[config.mk]
export PLATFORM = sky130hd
export DESIGN_NAME = pm_load_controller_flat
export DESIGN_NICKNAME = d
export VERILOG_FILES = /design/src/rtl/pm_load_controller_if.sv /design/src/rtl/pm_load_controller.sv /design/src/flat_wrapper.sv
export SDC_FILE = /design/constraint.sdc
export NUM_CORES = 1
export LEC_CHECK = 0
export ABC_AREA = 0
export ABC_CLOCK_PERIOD_IN_PS = 2450
export CAP_MARGIN = 20
export CORE_MARGIN = 4
export CORE_UTILIZATION = 49
export CTS_BUF_LIST = sky130_fd_sc_hd__clkbuf_4 sky130_fd_sc_hd__clkbuf_8
export CTS_CLUSTER_DIAMETER = 200
export DETAILED_ROUTE_END_ITERATION = 8
export GPL_TIMING_DRIVEN = 0
export HOLD_SLACK_MARGIN = 0.15
export PLACE_DENSITY = 0.87
export SYNTH_ARGS = -nofsm -noshare
export SYNTH_HDL_FRONTEND = slang
export SYNTH_SLANG_ARGS = --single-unit
[constraint.sdc]
create_clock -name clk -period 2.45 [get_ports clk]
set_input_delay 0.49 -clock clk [delete_from_list [all_inputs] [get_ports clk]]
set_output_delay 0.49 -clock clk [all_outputs]
set_load 0.005 [all_outputs]
[src/rtl/pm_load_controller_if.sv]
`timescale 1ns/1ps
`default_nettype none
// ============================================================================
//  Module      : pm_load_controller_if
//  Description : Bundle of loader handshake, CPU fetch, program memory and
//                status signals around the program-memory load controller.
//                'slave' is the controller's view; 'master' is the view of
//                everything around it (CPU, memory, host loader).
//  Revision    : 1.0 - initial release
// ============================================================================
interface pm_load_controller_if #(
    parameter int ADDRESS_WIDTH = 8,
    parameter int DATA_WIDTH    = 12
);
    // Host / loader side
    logic                     prog_req;
    logic                     ld_valid;
    logic [7:0]               ld_data;
    logic                     ld_last;
    logic                     ld_ready;
    // CPU side
    logic [ADDRESS_WIDTH-1:0] cpu_addr;
    logic [DATA_WIDTH-1:0]    cpu_instr;
    logic                     cpu_stall;
    logic                     cpu_restart;
    // Program memory side
    logic [ADDRESS_WIDTH-1:0] pm_addr;
    logic [DATA_WIDTH-1:0]    pm_rdata;
    logic                     pm_we;
    logic [DATA_WIDTH-1:0]    pm_wdata;
    // Status
    logic                     prog_done;
    logic                     prog_err;
    logic [ADDRESS_WIDTH:0]   words_written;

    modport slave (
        input  prog_req, ld_valid, ld_data, ld_last, cpu_addr, pm_rdata,
        output ld_ready, cpu_instr, cpu_stall, cpu_restart, pm_addr,
               pm_we, pm_wdata, prog_done, prog_err, words_written
    );

    modport master (
        output prog_req, ld_valid, ld_data, ld_last, cpu_addr, pm_rdata,
        input  ld_ready, cpu_instr, cpu_stall, cpu_restart, pm_addr,
               pm_we, pm_wdata, prog_done, prog_err, words_written
    );
endinterface
`default_nettype wire

[src/rtl/pm_load_controller.sv]
`timescale 1ns/1ps
`default_nettype none
// ============================================================================
//  Module      : pm_load_controller
//  Description : Owns the program memory port. In RUN the CPU fetch address
//                passes straight through; in programming mode the CPU is
//                stalled while little-endian byte pairs from the loader are
//                packed into instruction words and written from address 0.
//                DATA_WIDTH must lie in 9..16.
//  Revision    : 1.0 - initial release
// ============================================================================
module pm_load_controller #(
    parameter int ADDRESS_WIDTH = 8,
    parameter int DATA_WIDTH    = 12
) (
    input  wire logic           clk,
    input  wire logic           rst_n,
    pm_load_controller_if.slave bus
);

    typedef enum logic [2:0] {
        ST_RUN     = 3'd0,
        ST_LOAD_LO = 3'd1,
        ST_LOAD_HI = 3'd2,
        ST_WRITE   = 3'd3,
        ST_DONE    = 3'd4
    } state_t;

    localparam logic [ADDRESS_WIDTH-1:0] c_PTR_MAX = '1;

    state_t                   r_state;
    state_t                   w_next;
    logic [ADDRESS_WIDTH-1:0] r_wr_ptr;
    logic [7:0]               r_lo;
    logic [7:0]               r_hi;
    logic                     r_last;
    logic [ADDRESS_WIDTH:0]   r_words;
    logic                     r_err;
    logic                     r_done_first;
    logic [DATA_WIDTH-1:0]    r_instr_hold;

    logic                     w_ld_ready;
    logic                     w_stall;
    logic                     w_we;
    logic [ADDRESS_WIDTH-1:0] w_pm_addr;

    // Next-state and per-state outputs; ld_ready depends on state only
    always_comb begin
        w_next     = r_state;
        w_ld_ready = 1'b0;
        w_stall    = 1'b1;
        w_we       = 1'b0;
        w_pm_addr  = r_wr_ptr;
        case (r_state)
            ST_RUN: begin
                w_stall   = 1'b0;
                w_pm_addr = bus.cpu_addr;
                if (bus.prog_req) begin
                    w_next = ST_LOAD_LO;
                end
            end
            ST_LOAD_LO: begin
                w_ld_ready = 1'b1;
                if (!bus.prog_req) begin
                    w_next = ST_DONE;
                end else if (bus.ld_valid) begin
                    w_next = ST_LOAD_HI;
                end
            end
            ST_LOAD_HI: begin
                w_ld_ready = 1'b1;
                if (!bus.prog_req) begin
                    w_next = ST_DONE;
                end else if (bus.ld_valid) begin
                    w_next = ST_WRITE;
                end
            end
            ST_WRITE: begin
                // prog_req is deliberately not looked at here
                w_we = 1'b1;
                if (r_last || (r_wr_ptr == c_PTR_MAX)) begin
                    w_next = ST_DONE;
                end else begin
                    w_next = ST_LOAD_LO;
                end
            end
            ST_DONE: begin
                if (!bus.prog_req) begin
                    w_next = ST_RUN;
                end
            end
            default: begin
                w_next = ST_RUN;
            end
        endcase
    end

    // State register
    always_ff @(posedge clk) begin
        if (!rst_n) begin
            r_state <= ST_RUN;
        end else begin
            r_state <= w_next;
        end
    end

    // Session datapath: byte capture, write pointer, counters and error flag
    always_ff @(posedge clk) begin
        if (!rst_n) begin
            r_wr_ptr     <= '0;
            r_lo         <= '0;
            r_hi         <= '0;
            r_last       <= 1'b0;
            r_words      <= '0;
            r_err        <= 1'b0;
            r_done_first <= 1'b0;
            r_instr_hold <= '0;
        end else begin
            // Pulse marks only the first cycle spent in DONE
            r_done_first <= (w_next == ST_DONE) && (r_state != ST_DONE);
            case (r_state)
                ST_RUN: begin
                    r_instr_hold <= bus.pm_rdata;
                    if (bus.prog_req) begin
                        r_wr_ptr <= '0;
                        r_words  <= '0;
                        r_err    <= 1'b0;
                    end
                end
                ST_LOAD_LO: begin
                    if (!bus.prog_req) begin
                        r_err <= 1'b1;
                    end else if (bus.ld_valid) begin
                        r_lo <= bus.ld_data;
                    end
                end
                ST_LOAD_HI: begin
                    if (!bus.prog_req) begin
                        r_err <= 1'b1;
                    end else if (bus.ld_valid) begin
                        r_hi   <= bus.ld_data;
                        r_last <= bus.ld_last;
                    end
                end
                ST_WRITE: begin
                    r_wr_ptr <= r_wr_ptr + ADDRESS_WIDTH'(1);
                    r_words  <= r_words + (ADDRESS_WIDTH + 1)'(1);
                    // Last address consumed without a final marker: memory full
                    if (!r_last && (r_wr_ptr == c_PTR_MAX)) begin
                        r_err <= 1'b1;
                    end
                end
                default: begin
                end
            endcase
        end
    end

    // Word assembly: high byte bits above DATA_WIDTH are dropped
    generate
        if (DATA_WIDTH < 16) begin : g_trim
            logic w_unused_hi;
            assign w_unused_hi  = &{1'b0, r_hi[7:DATA_WIDTH-8]};
            assign bus.pm_wdata = {r_hi[DATA_WIDTH-9:0], r_lo};
        end else begin : g_full
            assign bus.pm_wdata = {r_hi, r_lo};
        end
    endgenerate

    assign bus.ld_ready      = w_ld_ready;
    assign bus.cpu_stall     = w_stall;
    assign bus.pm_we         = w_we;
    assign bus.pm_addr       = w_pm_addr;
    assign bus.cpu_instr     = (r_state == ST_RUN) ? bus.pm_rdata : r_instr_hold;
    assign bus.cpu_restart   = r_done_first;
    assign bus.prog_done     = r_done_first;
    assign bus.prog_err      = r_err;
    assign bus.words_written = r_words;

endmodule
`default_nettype wire

[src/flat_wrapper.sv]
// flat-port wrapper written by rule: the top's interface ports become plain ports
module pm_load_controller_flat 
#(
    parameter int ADDRESS_WIDTH = 8,
    parameter int DATA_WIDTH    = 12
)
  (clk, rst_n, bus_prog_req, bus_ld_valid, bus_ld_data, bus_ld_last, bus_cpu_addr, bus_pm_rdata, bus_ld_ready, bus_cpu_instr, bus_cpu_stall, bus_cpu_restart, bus_pm_addr, bus_pm_we, bus_pm_wdata, bus_prog_done, bus_prog_err, bus_words_written);
  pm_load_controller_if #(.ADDRESS_WIDTH(ADDRESS_WIDTH), .DATA_WIDTH(DATA_WIDTH)) bus_i ();
  input  wire logic clk;
  input  wire logic rst_n;
  input wire logic [$bits(bus_i.prog_req)-1:0] bus_prog_req;
  input wire logic [$bits(bus_i.ld_valid)-1:0] bus_ld_valid;
  input wire logic [$bits(bus_i.ld_data)-1:0] bus_ld_data;
  input wire logic [$bits(bus_i.ld_last)-1:0] bus_ld_last;
  input wire logic [$bits(bus_i.cpu_addr)-1:0] bus_cpu_addr;
  input wire logic [$bits(bus_i.pm_rdata)-1:0] bus_pm_rdata;
  output wire logic [$bits(bus_i.ld_ready)-1:0] bus_ld_ready;
  output wire logic [$bits(bus_i.cpu_instr)-1:0] bus_cpu_instr;
  output wire logic [$bits(bus_i.cpu_stall)-1:0] bus_cpu_stall;
  output wire logic [$bits(bus_i.cpu_restart)-1:0] bus_cpu_restart;
  output wire logic [$bits(bus_i.pm_addr)-1:0] bus_pm_addr;
  output wire logic [$bits(bus_i.pm_we)-1:0] bus_pm_we;
  output wire logic [$bits(bus_i.pm_wdata)-1:0] bus_pm_wdata;
  output wire logic [$bits(bus_i.prog_done)-1:0] bus_prog_done;
  output wire logic [$bits(bus_i.prog_err)-1:0] bus_prog_err;
  output wire logic [$bits(bus_i.words_written)-1:0] bus_words_written;
  assign bus_i.prog_req = bus_prog_req;
  assign bus_i.ld_valid = bus_ld_valid;
  assign bus_i.ld_data = bus_ld_data;
  assign bus_i.ld_last = bus_ld_last;
  assign bus_i.cpu_addr = bus_cpu_addr;
  assign bus_i.pm_rdata = bus_pm_rdata;
  assign bus_ld_ready = bus_i.ld_ready;
  assign bus_cpu_instr = bus_i.cpu_instr;
  assign bus_cpu_stall = bus_i.cpu_stall;
  assign bus_cpu_restart = bus_i.cpu_restart;
  assign bus_pm_addr = bus_i.pm_addr;
  assign bus_pm_we = bus_i.pm_we;
  assign bus_pm_wdata = bus_i.pm_wdata;
  assign bus_prog_done = bus_i.prog_done;
  assign bus_prog_err = bus_i.prog_err;
  assign bus_words_written = bus_i.words_written;
  pm_load_controller #(.ADDRESS_WIDTH(ADDRESS_WIDTH), .DATA_WIDTH(DATA_WIDTH)) u_core (.clk(clk), .rst_n(rst_n), .bus(bus_i));
endmodule
=== Word-level counts from Yosys, hierarchy flattened ===
Index checks and enable logic that the tools add are counted.

* Bits in registers: 47
* Output and inout port bits: 47

* $add $sub $neg: 2
* Eq/ne operators: 10
* Muxes and demuxes: 21
* Reductions and logical operators: 12

{| class="wikitable"
|+ Operators with widths
! operator !! number
|-
| $mux 3 || 7
|-
| $pmux 9 s2 || 1
|-
| $mux 8 || 2
|-
| $pmux 8 s2 || 1
|-
| $pmux 3 s5 || 1
|-
| $mux 12 || 1
|-
| $add 9x1->9 const B || 1
|-
| $mux 9 || 1
|-
| $add 8x1->8 const B || 1
|-
| $eq 8x8->1 const B || 1
|-
| $eq 3x2->1 const B || 2
|-
| $eq 3x3->1 const B || 2
|-
| $mux 1 || 6
|-
| $reduce_and 3->1 || 2
|-
| $ne 2x2->1 const B || 2
|-
| $reduce_and 4->1 || 1
|-
| $eq 3x1->1 const B || 1
|-
| $logic_not 3->1 || 1
|-
| $ne 3x3->1 const B || 1
|-
| $pmux 1 s3 || 1
|-
| $reduce_bool 3->1 || 1
|-
| $logic_and 1x1->1 || 2
|-
| $ne 2x1->1 const B || 1
|-
| $reduce_and 2->1 || 1
|-
| other kinds (4) || 4
|}

=== Longest topological paths before layout ===
* Word-level depth: 6
* Mapped depth: 7
* Gate-level depth less buffers: 5

=== Least setup slack after synthesis ===
OpenSTA, ideal clock, no wires.

* Path kind: register to output
* Start: register u_core.r_state[1]
* End: output bus_cpu_instr[0]
* Arrival time: 1.143 ns
* Setup slack: 0.817 ns
* Stages on the path, launching flop included: 4
* Buffers on the path: 1
* Cells stage by stage: dfxtp_1 -> nor3_2 -> buf_4 -> mux2_2

* Cells in the longest elaborated chain, start to end: 2

{| class="wikitable"
|+ RTL lines
! item !! line !! text
|-
| start: declaration || pm_load_controller.sv:31 || <nowiki>state_t r_state;</nowiki>
|-
| start signal: assignment || pm_load_controller.sv:103 || <nowiki>r_state <= w_next;</nowiki>
|-
| $logic_not 3->1 || pm_load_controller.sv:174 || <nowiki>assign bus.cpu_instr = (r_state == ST_RUN) ? bus.pm_rdata : r_instr_hold;</nowiki>
|-
| $mux 12 || pm_load_controller.sv:174 ||
|-
| end: declaration || flat_wrapper.sv:18 || <nowiki>output wire logic [$bits(bus_i.cpu_instr)-1:0] bus_cpu_instr;</nowiki>
|}

Every way passes these cells.

=== Worst setup path after layout ===
* Start: register u_core.r_state[0]
* End: output bus_pm_addr[4]

* Cells in the longest elaborated chain, start to end: 2

{| class="wikitable"
|+ RTL lines
! item !! line !! text
|-
| $logic_not 3->1 || pm_load_controller.sv:54 || <nowiki>case (r_state)</nowiki>
|-
| $mux 8 || pm_load_controller.sv:54 ||
|-
| end: declaration || flat_wrapper.sv:21 || <nowiki>output wire logic [$bits(bus_i.pm_addr)-1:0] bus_pm_addr;</nowiki>
|}

Every way passes these cells.

==> summary.md <==
| Metric | Value |
|---|---|
| R2R Path End | u_core.r_state[2]$_SDFF_PN0_ |
| Initial antenna violation count | 0 |
| Clock Sinks | 47 |
| Cell variety after synth | 43 |
| Die Wd | 74.6 um |
| Worst slack at placement | 0.243 ns |
| Max-slew headroom | 66.4% |
| Reg2reg start | u_core.r_wr_ptr[1]$_SDFFE_PN0P_ |
| Sequential-to-total area share from yosys stat | 43.3% |
| WS Path Type | flop to output pin |
| Syn Area/Cell | 9.70 um2 |
| Via count | 2,006 |
| Slew Limit Fails | 0 |
| Hold Path Depth | 2 |
| Synth area leaders | dfxtp_1, mux2_2, mux2i_1, nor2_1, and2_1 |
| Yosys warns | 0 |
| Placed inst area | 3020 um2 |
| Post-synth EDFFs | 0 |
| Pin count of the biggest net entering global routing | 15 |
| Dpl hpwl | 4180 um |
| Minimum clock period | 2.41 ns |
| Startpoint Class | flop |
| Util after Layout | 77.9% |
| CTS tree | yes |
| Global-route wire length before repair | 9000 um |
| # IOs | 80 |
| Layout cells sized above 1 | 15.6% |
| Area grow syn2layout | 48.6% |
| Synthesized flop and latch total | 47 |
| Deepest clock path buffer count | 2 |
| Fin Setup TNS | 0 ns |
| Max-capacitance violation count | 0 |
| R2R setup slack | 0.82 ns |
| Maximum vdd drop | 0.000408 V |
| Row Count | 23 |
| Core area | 4140 um2 |
| Final GP Congestion | 0.916 |
| Post-Route WL | 5740 um |
| Period utilisation layout | 98.6% |
| GRT Resource Usage Total | 21.2% |
| Clk_lat worst skew | 0.30 ns |
| First-pass iteration count of the detailed router | 5 |
| Area fraction of the dominant cell type after synthesis | 43.3% |
| GRT overflow | 0 |
| Reg2reg path depth | 5 |
| Drt wl/cell | 15.8 um |
| DP Cell Count | 352 |
| Non-filler cells, final | 364 |
| Initial Util | 52.4% |
| Top FF cell, synth | dfxtp_1 |
| Worst hold path type | flop to flop |
| DR vias/cell | 5.51 |
| Syn Inst Count | 224 |
| Outcome | complete, no violations |
| Pwr dens | 525 nW/um2 |
| Crit path DAT | 1.92 ns |
| Synthesized cell area | 2170 um2 |
| Critical Path Fanout Max | 5 |
| Area of the die | 5560 um2 |
| CTS root buf | clkbuf_8 |
| Port bufs | 78 |
| Starting DRT DRC Count | 164 |
| Count of final setup violators | 0 |
| CTS Buf Count | 5 |
| H-Tree Depth | 2 |
| LEAKAGE | 0.00148 uW |
| Vert. Die Dim | 74.6 um |
| Crit path required time | 1.96 ns |
| Ant diodes | 0 |
| Nets | 348 |
| Hold path endpoint | u_core.bus.words_written[8]$_SDFFE_PN0P_ |
| Final worst setup slack | 0.0355 ns |
| Final hold violations | 0 |
| Worst-Margin Slew | 0.504 ns |
| Hold Startpoint | u_core.bus.words_written[8]$_SDFFE_PN0P_ |
| Cell taking the most area after synthesis | dfxtp_1 |
| Post-route DRC | 0 |
| Fin area | 3230 um2 |
| Asr flop ratio synth | 0% |
| Post-Syn Nets | 259 |
| Fmax | 414 MHz |
| Antenna Nets Post-Route | 0 |
| Clk slew on worst S/H paths | 0.08 ns |
| Clock Skews | 0.00574 ns |
| Vias in the first global route | 1,860 |
| Crit. End Element | output pin |
==> area by class of cell <==
cell class | instances | area [um2]
fill | 289 | 917
clock buffer | 6 | 82.6
sequential | 47 | 947
buffer | 13 | 87.6
timing repair buffer | 83 | 860
multi-input combinational | 160 | 1140
clock inverter | 2 | 35.0
inverter | 3 | 11.3
tap | 50 | 62.6
==> cells in the final DEF (no fill, tap or decap), types with 2 or more instances in the layout <==
master           instances
dlygate4sd2_1            2
ha_1                     2
clkdlybuf4s50_1         63
a22oi_1                  3
nand2b_1                 4
buf_6                    6
dfxtp_1                 44
o21ai_0                  5
and2_1                  13
clkbuf_1                 5
dfxtp_2                  2
inv_1                    2
o41ai_1                  2
dlymetal6s2s_1          13
a21oi_1                 11
a31oi_1                  3
nand4_1                  4
and3_1                   5
buf_4                    6
mux2i_1                 15
and4_1                   2
nor2_1                  22
nor3_1                   2
nand4b_1                 2
mux2_2                  21
nand3_1                 11
nor4_1                   5
clkbuf_8                 6
nand2_1                  8
o211ai_1                 2
o31ai_1                  3
==> worst max path at each step <==
stage | from | to | slack (ns) | depth (start not counted)
final | u_core.r_state[0]$_SDFF_PN0_ | bus_pm_addr[4] | 0.04 | 5
after global routing | u_core.r_state[0]$_SDFF_PN0_ | bus_pm_addr[4] | -0.03 | 5
after CTS | u_core.r_state[1]$_SDFF_PN0_ | bus_cpu_instr[10] | -0.02 | 4
after detailed placement | u_core.r_state[2]$_SDFF_PN0_ | bus_cpu_instr[8] | 0.24 | 5
after global placement | bus_prog_req | u_core.r_wr_ptr[3]$_SDFFE_PN0P_ | 0.25 | 5
after floorplan | u_core.r_state[1]$_SDFF_PN0_ | bus_cpu_instr[0] | 0.82 | 3
==> synthesized netlist by cell type (all sizes together) (2+ instances only) <==
cell type  instances
mux2i             15
clkbuf             5
nand2              8
inv                3
nor4               5
a22oi              3
nor2              22
o21ai              5
and4               2
a31oi              3
dfxtp             47
nand2b             4
and3               5
ha                 2
nand4b             2
nand3             11
nor3               3
nand4              4
buf                9
o41ai              2
o211ai             2
a21oi             12
and2              13
o31ai              3
mux2              22
==> critical path, cell delays in order (launching register included) <==
cell and delay [ns]:
dfxtp_4 0.38, nor3_4 0.19, buf_6 0.15, buf_6 0.12
mux2_2 0.33, clkdlybuf4s50_1 0.45
==> what timing repair did <==
item                                   CTS  global route
endpoints found under the hold margin    0             0
cloned                                   1             1
pin swaps                                0             1
setup endpoints to repair               19            18
setup buffers                            1             2
resized for setup                       10            17
hold buffers                             0             0
==> report_power, final <==
part / internal [uW] / leakage, uW / switching [uW]
registers: 786 / 0.000384 / 11.4
logic: 192 / 0.00104 / 112
clock network: 330 / 0.0000612 / 262
total: 1310 / 0.00148 / 386
==> logic make-up (layout without fill, tap and decap cells) <==
logic type      after synthesis  in the layout  share of synthesized area (%)
simple gates                 85             85                           21.9
flops                        47             47                           43.3
buf+inv                      17            107                           4.44
compound gates               35             35                           10.5
fa+ha+maj                     2              2                           1.15
mux                          37             37                           18.3
xor+xnor                      1              1                          0.403
==> layer usage <==
layer	track usage [%]	vias up	wire, um
met2	36.5	73	2860
met3	6.76	4	388
li1	-	990	-
met1	26.0	939	2460
met5	0	-	0
met4	4.74	0	34
==> through the flow <==
step | hold slack [ns] | total power (uW)
6_report | 0.480 | 1690
5_1_grt | 0.528 | 1770
3_5_place_dp | 0.469 | 1110
3_3_place_gp | 0.461 | 1100
4_1_cts | 0.483 | 1710
2_1_floorplan | 0.459 | 942
==> state kept, by name, summed over array words and instances, names as in the netlist <==
| register | count |
|---|---|
| u_core.r_last | 1 |
| u_core.bus.cpu_restart | 1 |
| u_core.bus.words_written | 9 |
| u_core.r_lo | 8 |
| u_core.r_instr_hold | 12 |
| u_core.r_state | 3 |
| u_core.r_hi | 4 |
| u_core.bus.prog_err | 1 |
| u_core.r_wr_ptr | 8 |
(Power assumes the default switching activity.)
